--- src/rtl/rst_sequencer.sv ---
// -----------------------------------------------------------------------------
// rst_sequencer
//   Staged reset release. A reset deassertion passes through a SYNC_STAGES-deep
//   synchronizer, then after HOLD_CYCLES edges domain 0 is released. Each later
//   domain is released GAP_CYCLES edges after the previous one.
//
//   Optional feature (macro RST_SEQ_SOFT_EN): a rising soft_req seen while the
//   sequencer is idle in RUN drops every domain and replays HOLD/RELEASE
//   without passing through the synchronizer again.
//
// Ports
//   clk        : single rising-edge clock
//   reset      : asynchronous active-low reset
//   soft_req   : synchronous soft-reset request (RST_SEQ_SOFT_EN only)
//   rst_n_out  : NUM_DOMAINS active-low resets, each driven straight from a flop
//   busy       : high while any rst_n_out bit is low
//   done       : high once every domain is released (always !busy)
// -----------------------------------------------------------------------------
module rst_sequencer #(
    parameter int unsigned NUM_DOMAINS = 4,
    parameter int unsigned SYNC_STAGES = 2,
    parameter int unsigned HOLD_CYCLES = 8,
    parameter int unsigned GAP_CYCLES  = 4
) (
    input  logic                   clk,
    input  logic                   reset,
`ifdef RST_SEQ_SOFT_EN
    input  logic                   soft_req,
`endif
    output logic [NUM_DOMAINS-1:0] rst_n_out,
    output logic                   busy,
    output logic                   done
);

    typedef enum logic [1:0] {
        ST_ASSERT  = 2'd0,
        ST_HOLD    = 2'd1,
        ST_RELEASE = 2'd2,
        ST_RUN     = 2'd3
    } state_t;

    // The edge on which ASSERT sees the synchronizer high is the first HOLD
    // edge, so the HOLD counter is loaded two short on that path.
    localparam logic       HOLD_ONE       = (HOLD_CYCLES == 1);
    localparam logic [7:0] HOLD_LOAD_SYNC = 8'((HOLD_CYCLES > 1) ? (HOLD_CYCLES - 2) : 0);
    localparam logic [7:0] GAP_LOAD       = 8'(GAP_CYCLES - 1);
    localparam logic [3:0] LAST_IDX       = 4'(NUM_DOMAINS - 1);
`ifdef RST_SEQ_SOFT_EN
    // On a soft restart the lowering edge itself precedes the HOLD count.
    localparam logic [7:0] HOLD_LOAD_SOFT = 8'(HOLD_CYCLES - 1);
`endif

    logic [SYNC_STAGES-1:0] sync_r;
    logic                   sync_out_s;
    state_t                 state_r;
    logic [7:0]             cnt_r;
    logic [3:0]             idx_r;
    logic [NUM_DOMAINS-1:0] rst_n_out_r;
    logic                   busy_r;
    logic                   done_r;
    logic                   rel_s;
    logic [NUM_DOMAINS-1:0] rel_mask_s;
`ifdef RST_SEQ_SOFT_EN
    logic                   soft_prev_r;
`endif

    assign sync_out_s = sync_r[SYNC_STAGES-1];
    assign rst_n_out  = rst_n_out_r;
    assign busy       = busy_r;
    assign done       = done_r;

    // Reset-deassertion synchronizer; every stage clears asynchronously.
    always_ff @(posedge clk or negedge reset) begin
        if (!reset) begin
            sync_r <= '0;
        end else begin
            sync_r <= {sync_r[SYNC_STAGES-2:0], 1'b1};
        end
    end

`ifdef RST_SEQ_SOFT_EN
    // Previous sampled soft_req, tracked in every state so a request held
    // high through a sequence cannot retrigger until it has been seen low.
    always_ff @(posedge clk or negedge reset) begin
        if (!reset) begin
            soft_prev_r <= 1'b0;
        end else begin
            soft_prev_r <= soft_req;
        end
    end
`endif

    // Decide whether domain idx_r is released on this edge, and its bit mask.
    always_comb begin
        rel_s      = 1'b0;
        rel_mask_s = '0;
        case (state_r)
            ST_ASSERT:  rel_s = sync_out_s && HOLD_ONE;
            ST_HOLD:    rel_s = (cnt_r == 8'd0);
            ST_RELEASE: rel_s = (cnt_r == 8'd0);
            ST_RUN:     rel_s = 1'b0;
            default:    rel_s = 1'b0;
        endcase
        for (int i = 0; i < int'(NUM_DOMAINS); i++) begin
            if (idx_r == 4'(i)) begin
                rel_mask_s[i] = 1'b1;
            end else begin
                rel_mask_s[i] = 1'b0;
            end
        end
    end

    // Sequencer FSM with registered reset outputs and status flags.
    always_ff @(posedge clk or negedge reset) begin
        if (!reset) begin
            state_r     <= ST_ASSERT;
            cnt_r       <= 8'd0;
            idx_r       <= 4'd0;
            rst_n_out_r <= '0;
            busy_r      <= 1'b1;
            done_r      <= 1'b0;
        end else if (rel_s) begin
            rst_n_out_r <= rst_n_out_r | rel_mask_s;
            if (idx_r == LAST_IDX) begin
                state_r <= ST_RUN;
                cnt_r   <= 8'd0;
                busy_r  <= 1'b0;
                done_r  <= 1'b1;
            end else begin
                state_r <= ST_RELEASE;
                cnt_r   <= GAP_LOAD;
                idx_r   <= idx_r + 4'd1;
            end
        end else begin
            case (state_r)
                ST_ASSERT: begin
                    if (sync_out_s) begin
                        state_r <= ST_HOLD;
                        cnt_r   <= HOLD_LOAD_SYNC;
                    end
                end
                ST_HOLD, ST_RELEASE: begin
                    // Never wraps: a zero count releases instead of decrementing.
                    if (cnt_r != 8'd0) begin
                        cnt_r <= cnt_r - 8'd1;
                    end
                end
                ST_RUN: begin
`ifdef RST_SEQ_SOFT_EN
                    if (soft_req && !soft_prev_r) begin
                        state_r     <= ST_HOLD;
                        cnt_r       <= HOLD_LOAD_SOFT;
                        idx_r       <= 4'd0;
                        rst_n_out_r <= '0;
                        busy_r      <= 1'b1;
                        done_r      <= 1'b0;
                    end
`endif
                end
                default: begin
                    state_r     <= ST_ASSERT;
                    cnt_r       <= 8'd0;
                    idx_r       <= 4'd0;
                    rst_n_out_r <= '0;
                    busy_r      <= 1'b1;
                    done_r      <= 1'b0;
                end
            endcase
        end
    end

endmodule

--- config.mk ---
export PLATFORM = sky130hd
export DESIGN_NAME = rst_sequencer
export DESIGN_NICKNAME = d
export VERILOG_FILES = /design/src/rtl/rst_sequencer.sv
export SDC_FILE = /design/constraint.sdc
export NUM_CORES = 1
export LEC_CHECK = 0
export ABC_AREA = 1
export CAP_MARGIN = 20
export CORE_MARGIN = 2
export CORE_UTILIZATION = 55
export DETAILED_ROUTE_END_ITERATION = 8
export PLACE_DENSITY_LB_ADDON = 0.05
export SYNTH_ARGS = -nofsm -noshare
export SYNTH_HDL_FRONTEND = slang
export SYNTH_SLANG_ARGS = --single-unit
export TNS_END_PERCENT = 5
--- constraint.sdc ---
create_clock -name clk -period 2.3 [get_ports clk]
set_input_delay 0.46 -clock clk [delete_from_list [all_inputs] [get_ports clk]]
set_output_delay 0.46 -clock clk [all_outputs]
set_load 0.1 [all_outputs]
# ---- Word-level counts from Yosys, hierarchy flattened
# Index checks and enable logic that the tools add are counted.
dict set report totals {
  regBits 22
  input_bits 2
  output_inout_bits 6
  word_cells 46
}
dict set report op_classes {
  addsub 2
  eq_ne 8
  muxes 14
  bitwise_logic 2
  reduce_logical 13
}
# cell n
set ops {}
lappend ops {{$mux W8} 3}
lappend ops {{$pmux W8 S2} 1}
lappend ops {{$eq A4 B2 Y1 const B} 2}
lappend ops {{$logic_not A8 Y1} 1}
lappend ops {{$mux W2} 4}
lappend ops {{$reduce_bool A8 Y1} 1}
lappend ops {{$sub A8 B1 Y8 const B} 1}
lappend ops {{$reduce_and A2 Y1} 3}
lappend ops {{$mux W1} 5}
lappend ops {{$add A4 B1 Y4 const B} 1}
lappend ops {{$eq A2 B2 Y1 const B} 2}
lappend ops {{$eq A4 B1 Y1 const B} 1}
lappend ops {{$logic_not A4 Y1} 1}
lappend ops {{$or A4 B4 Y4} 1}
lappend ops {{$reduce_bool A2 Y1} 2}
lappend ops {{$reduce_or A2 Y1} 2}
lappend ops {{$ne A3 B1 Y1 const B} 1}
lappend ops {{$ne A3 B3 Y1 const B} 1}
lappend ops {{$reduce_and A3 Y1} 1}
lappend ops {{$reduce_bool A3 Y1} 1}
lappend ops {{$eq A2 B1 Y1 const B} 1}
lappend ops {{$logic_not A2 Y1} 1}
lappend ops {{$pmux W1 S2} 1}
lappend ops {{$not A1 Y1} 1}

# ---- Longest topological paths before layout
dict set report logic_depth {
  depth_word 5
  depth_mapped 10
  depth_no_buf 10
}

# ---- Least setup slack after synthesis
# Ideal clock, no wire load.
dict set report synth_timing {
  kind {register -> register}
  start {reg state_r[0]}
  end {reg cnt_r[2]}
  setup_time_ps 123
  t_arrival_ps 1356
  required_ps 2177
  path_slack_ps 820
  stages_incl_launch_ff 11
  path_buffers 1
  period_less_slack_ps 1480
  path_cell_list {dfrtp_1 > inv_1 > ha_1 > nand2_1 > nor2_2 > nand2_4 > nand2_2 > nand2_2 > buf_6 > nand2_1 > o21ai_2}
}
dict set report synth_between {
  elab_chain_cells 5
  elab_cells_between_ends 13
  cone_classes {eq/ne: 5; mux: 3; reduce/logical: 5}
}
# element line
set synth_rtl {}
lappend synth_rtl {{start: declaration} 55} ;# state_t state_r;
lappend synth_rtl {{start signal: assignment} 116} ;# state_r <= ST_ASSERT;
lappend synth_rtl {{start signal: assignment} 125} ;# state_r <= ST_RUN;
lappend synth_rtl {{start signal: assignment} 130} ;# state_r <= ST_RELEASE;
lappend synth_rtl {{$eq A2 B2 Y1, or another cell as far along} 97} ;# case (state_r)
lappend synth_rtl {{$reduce_or A2 Y1 (no source line)} -}
lappend synth_rtl {{$pmux W1 S2} 97}
lappend synth_rtl {{$ne A3 B3 Y1 (no source line), or another cell as far along} -}
lappend synth_rtl {{$reduce_and A3 Y1 (no source line)} -}
lappend synth_rtl {{end signal: assignment} 145} ;# cnt_r <= cnt_r - 8'd1;
lappend synth_rtl {{end: declaration} 56} ;# logic [7:0] cnt_r;
# Parallel ways exist; a longest one is shown, timed or not.
# A chain may end at the register's enable or synchronous reset.

# ---- Final worst setup path
dict set report layout_timing {
  start {reg state_r[0]}
  end {reg cnt_r[0]}
}
# The elaborated chain is that of the path after synthesis.

==> out/results.md <==
| Group | Result | Reported |
|---|---|---|
| worst setup path | Setup CP Type | reg2reg |
| synth | Number of distinct standard cells referenced by the synthesized netlist | 22 |
| drt | Vias per std cell | 4.82 |
| timing | Achievable clock frequency | 0.619 GHz |
| layout | Area overhead of the layout relative to synthesis | 9.44% |
| layout | Ratio of cells with drive above 1 in the final layout | 15.8% |
| floorplanning | Count of boundary I/O pins | 8 |
| timing | Part of the cycle the worst path needs | 70.3% |
| worst setup path | Highest net fanout along the worst path | 11 |
| global routing | Total Routing Usage GR | 19.6% |
| synth | Netlist area before placement | 0.00118 mm^2 |
| power and ir drop | P_sw | 0.983 mW |
| power and ir drop | Int Pwr | 0.892 mW |
| global routing | Number of antenna violations at the first check in global routing | 0 |
| power and ir drop | Post-layout total power | 1.88 mW |
| cts | Number of buffers created by CTS | 3 |
| worst setup path | Cell with the biggest individual delay on the critical path | sky130_fd_sc_hd__dfrtp_1 |
| power and ir drop | Peak ir drop on the vdd network | 1.31 mV |
| drt | Count of vias placed by the detailed router | 863 |
| placed design | Input/output buffers | 7 |
| drt | Routed length per placed instance | 11.3 um |
| drt | Initial DRC Count | 21 |
| synth | Yosys warning total | 0 |
| power and ir drop | Total leakage power | 0.703 nW |
| floorplanning | FP Rows | 16 |
| synth | Seq/Total Area, Yosys | 46.8% |
| drt | DRC viols | 0 |
| worst setup path | CP dominant cell by count | sky130_fd_sc_hd__nand2_1 |
| cts | Worst-case clock buffer depth | 2 |
| timing | Number of slew-limit violations in the final report | 0 |
| power and ir drop | Switching share of power | 52.4% |
| worst setup path | CP Data Required Time | 2560 ps |
| global routing | GR Util met3 | 3.57% |
| global routing | Met1 global-route usage | 27.3% |
| layout | Final core area utilization | 64.5% |
| global routing | Largest net degree at the start of global routing | 13 |
| power and ir drop | Relative contribution of combinational cells to total power | 57.9% |
| cts | Clock latency reported for the late side of the worst-skew pair | 310 ps |
| cts | Buffers inserted during post-CTS setup optimization | 0 |
| global routing | Total congestion overflow | 0 |
| worst setup path | Critical Path AT | 1870 ps |
| worst setup path | Worst r2r src | state_r[0] |
| synth | Instance count of the mapped netlist | 141 |
| cts | Clock transition at path regs | 120 ps |
| worst setup path | Startpoint Class | register |
| worst setup path | Endpoint of the lowest-slack register-to-register path | cnt_r[0] |
| placed design | Cell Count Post-Placement | 175 |
| layout | Nets@finish | 163 |
| global routing | Number of global-route vias before repair | 856 |
| drt | WL final | 2020 um |
| flow run | Maximum capacitance violations | 0 |
| timing | RSZ-0062 raised after global routing | no |
| placed design | Place WS | 691 ps |
| timing | Final number of setup-violating endpoints | 0 |
| floorplanning | Area of the die | 0.00253 mm^2 |
| synth | Number of synthesized register bits | 22 |
| timing | Post-layout worst setup margin | 683 ps |
| hold path | Startpoint of the tightest hold check path | sync_r[0] |
| status | Run status | finished, final reports clean |
| timing | Aggregate negative setup slack | 0 ps |
| hold path | Endpoint, Worst Hold | sync_r[1] |
| cts | Clock tree from TritonCTS | built |
| worst setup path | Cell Chain, Critical Path | inv_1 > ha_1 > nand2_1 > nor2_2 > nand2_4 > nand2_2 > nand2_2 > inv_1 > nand2_1 > nand2_1 |
| cts | Total of hold buffers inserted after clock tree synthesis | 0 |
| global routing | Global-route wire length before repair | 3770 um |
| cts | Post-cts sizing count | 0 |
| worst setup path | Biggest cell delay along the critical path | 380 ps |
| global routing | Met2 Usage GRT | 30.7% |
| layout | Non-filler cells in the finished layout | 179 |
| layout | Diode insertion count for antenna repair | 0 |
| drt | Number of routed nets with antenna violations | 0 |
| hold path | WHS Path Cells | 0 |
| placed design | Gpl congestion | 0.820 |
| global routing | Most heavily used metal layer in global routing | met2 |
| worst setup path | Cells on worst reg2reg path | 10 |
| timing | Final Critical Period | 1620 ps |
| drt | 1st-pass router iterations | 4 |
| floorplanning | Core Footprint | 0.00200 mm^2 |
| power and ir drop | Sequential cell fraction of total power | 32.5% |
| power and ir drop | Clock share of power | 9.7% |
| floorplanning | Chip width | 50.3 um |
| floorplanning | Chip height | 50.3 um |
| cts | Max H-tree Level | 1 |
| placed design | Final HPWL DP | 1600 um |
| timing | Clock skew | 5.45 ps |
| worst setup path | CP endpoint kind | register |
| power and ir drop | Power Density | 1450 mW/mm^2 |
| floorplanning | Starting density of the core | 58.9% |
| synth | Synth Net Count | 151 |
| cts | Clk Tree Root Cell | sky130_fd_sc_hd__clkbuf_4 |
| cts | Sink count of the clock tree | 22 |
| worst setup path | Worst reg-to-reg setup slack | 680 ps |
| hold path | Worst hold-check path type | reg2reg |
| timing | Final Hold Viols | 0 |
| synth | Syn_area_per_cell | 8.37 um^2 |
placed cells by master, fill, tap and decap left out, drive strengths merged:
cell type and instances:
dfrtp 21, nand4 2, xnor2 1, ha 8
o21ai 10, a31o 3, buf 7, conb 1
nor2 13, o21a 1, clkdlybuf4s50 1, dfstp 1
a21oi 1, nand2 46, inv 21, xor2 4
nand3 7, clkbuf 4
power groups by stage:
stage / combinational [mW] / clock, mW / sequential (mW)
after floorplan: 0.587 / 0 / 0.916
after global routing: 1.21 / 0.204 / 0.630
after CTS: 1.09 / 0.191 / 0.610
after global placement: 1.07 / 0 / 0.612
final: 1.09 / 0.182 / 0.609
after detailed placement: 1.09 / 0 / 0.618
metal layers:
layer | wire length, um | share of wire [%] | up-vias
met5 | 0 | 0 | -
met4 | 35 | 1.7 | 0
met3 | 46 | 2.3 | 5
met2 | 874 | 43 | 9
met1 | 1070 | 53 | 389
li1 | - | - | 460
cell usage after synthesis (all sizes together):
cell type	number	area, um^2
xor2	4	35.0
o21a	1	7.51
nand2	46	193
buf	1	11.3
ha	8	100
a31o	3	26.3
nor2	13	53.8
xnor2	1	8.76
nand3	7	35.0
dfrtp	21	526
o21ai	10	57.6
inv	21	78.8
conb	1	3.75
a21oi	1	5.00
nand4	2	12.5
dfstp	1	26.3
stage by stage:
stage / hold WS, ps / instance area (um^2)
3_5_place_dp: 345 / 1260
2_1_floorplan: 164 / 1180
6_report: 370 / 1290
3_3_place_gp: 342 / 1260
5_1_grt: 393 / 1290
4_1_cts: 374 / 1290
cell families (layout without fill, tap and decap cells):
logic type	Yosys count	count (layout)	synth area share (%)
and+or+nand+nor	68	68	24.9
AOI/OAI and AO/OA	15	15	8.17
DFF	22	22	46.8
adders and majority gates	8	8	8.48
buffers and inverters	22	33	7.64
xor gates and xnor gates	5	5	3.71
other	1	1	0.318
registers in the layout (all words and copies together) (netlist names):
name and cells:
done 1, idx_r 4, busy 1, sync_r 2, cnt_r 8, state_r 2
rst_n_out 4
worst max-delay path: cells and delay by family (launching register included):
kind	cells	cell delay (ps)
flip-flops	1	380
adder cells (fa/ha/maj)	1	350
AND/OR/NAND/NOR	7	660
buffers and inverters	2	180
worst max-delay path by stage:
| stage | startpoint | endpoint | depth (start not counted) |
|---|---|---|---|
| CTS | state_r[1] | cnt_r[0] | 10 |
| global placement | state_r[0] | cnt_r[1] | 10 |
| finish | state_r[0] | cnt_r[0] | 10 |
| detailed placement | state_r[0] | cnt_r[0] | 10 |
| global route | state_r[1] | cnt_r[0] | 10 |
| floorplan | state_r[0] | cnt_r[2] | 10 |
layout make-up:
class,instances,area (um^2)
Timing Repair Buffer,8,62.6
Tap cell,27,33.8
Sequential cell,22,552
Inverter,21,78.8
Fill cell,182,711
Multi-Input combinational cell,97,538
Clock buffer,4,26.3
No activity file was read; power rests on OpenSTA's default activity.
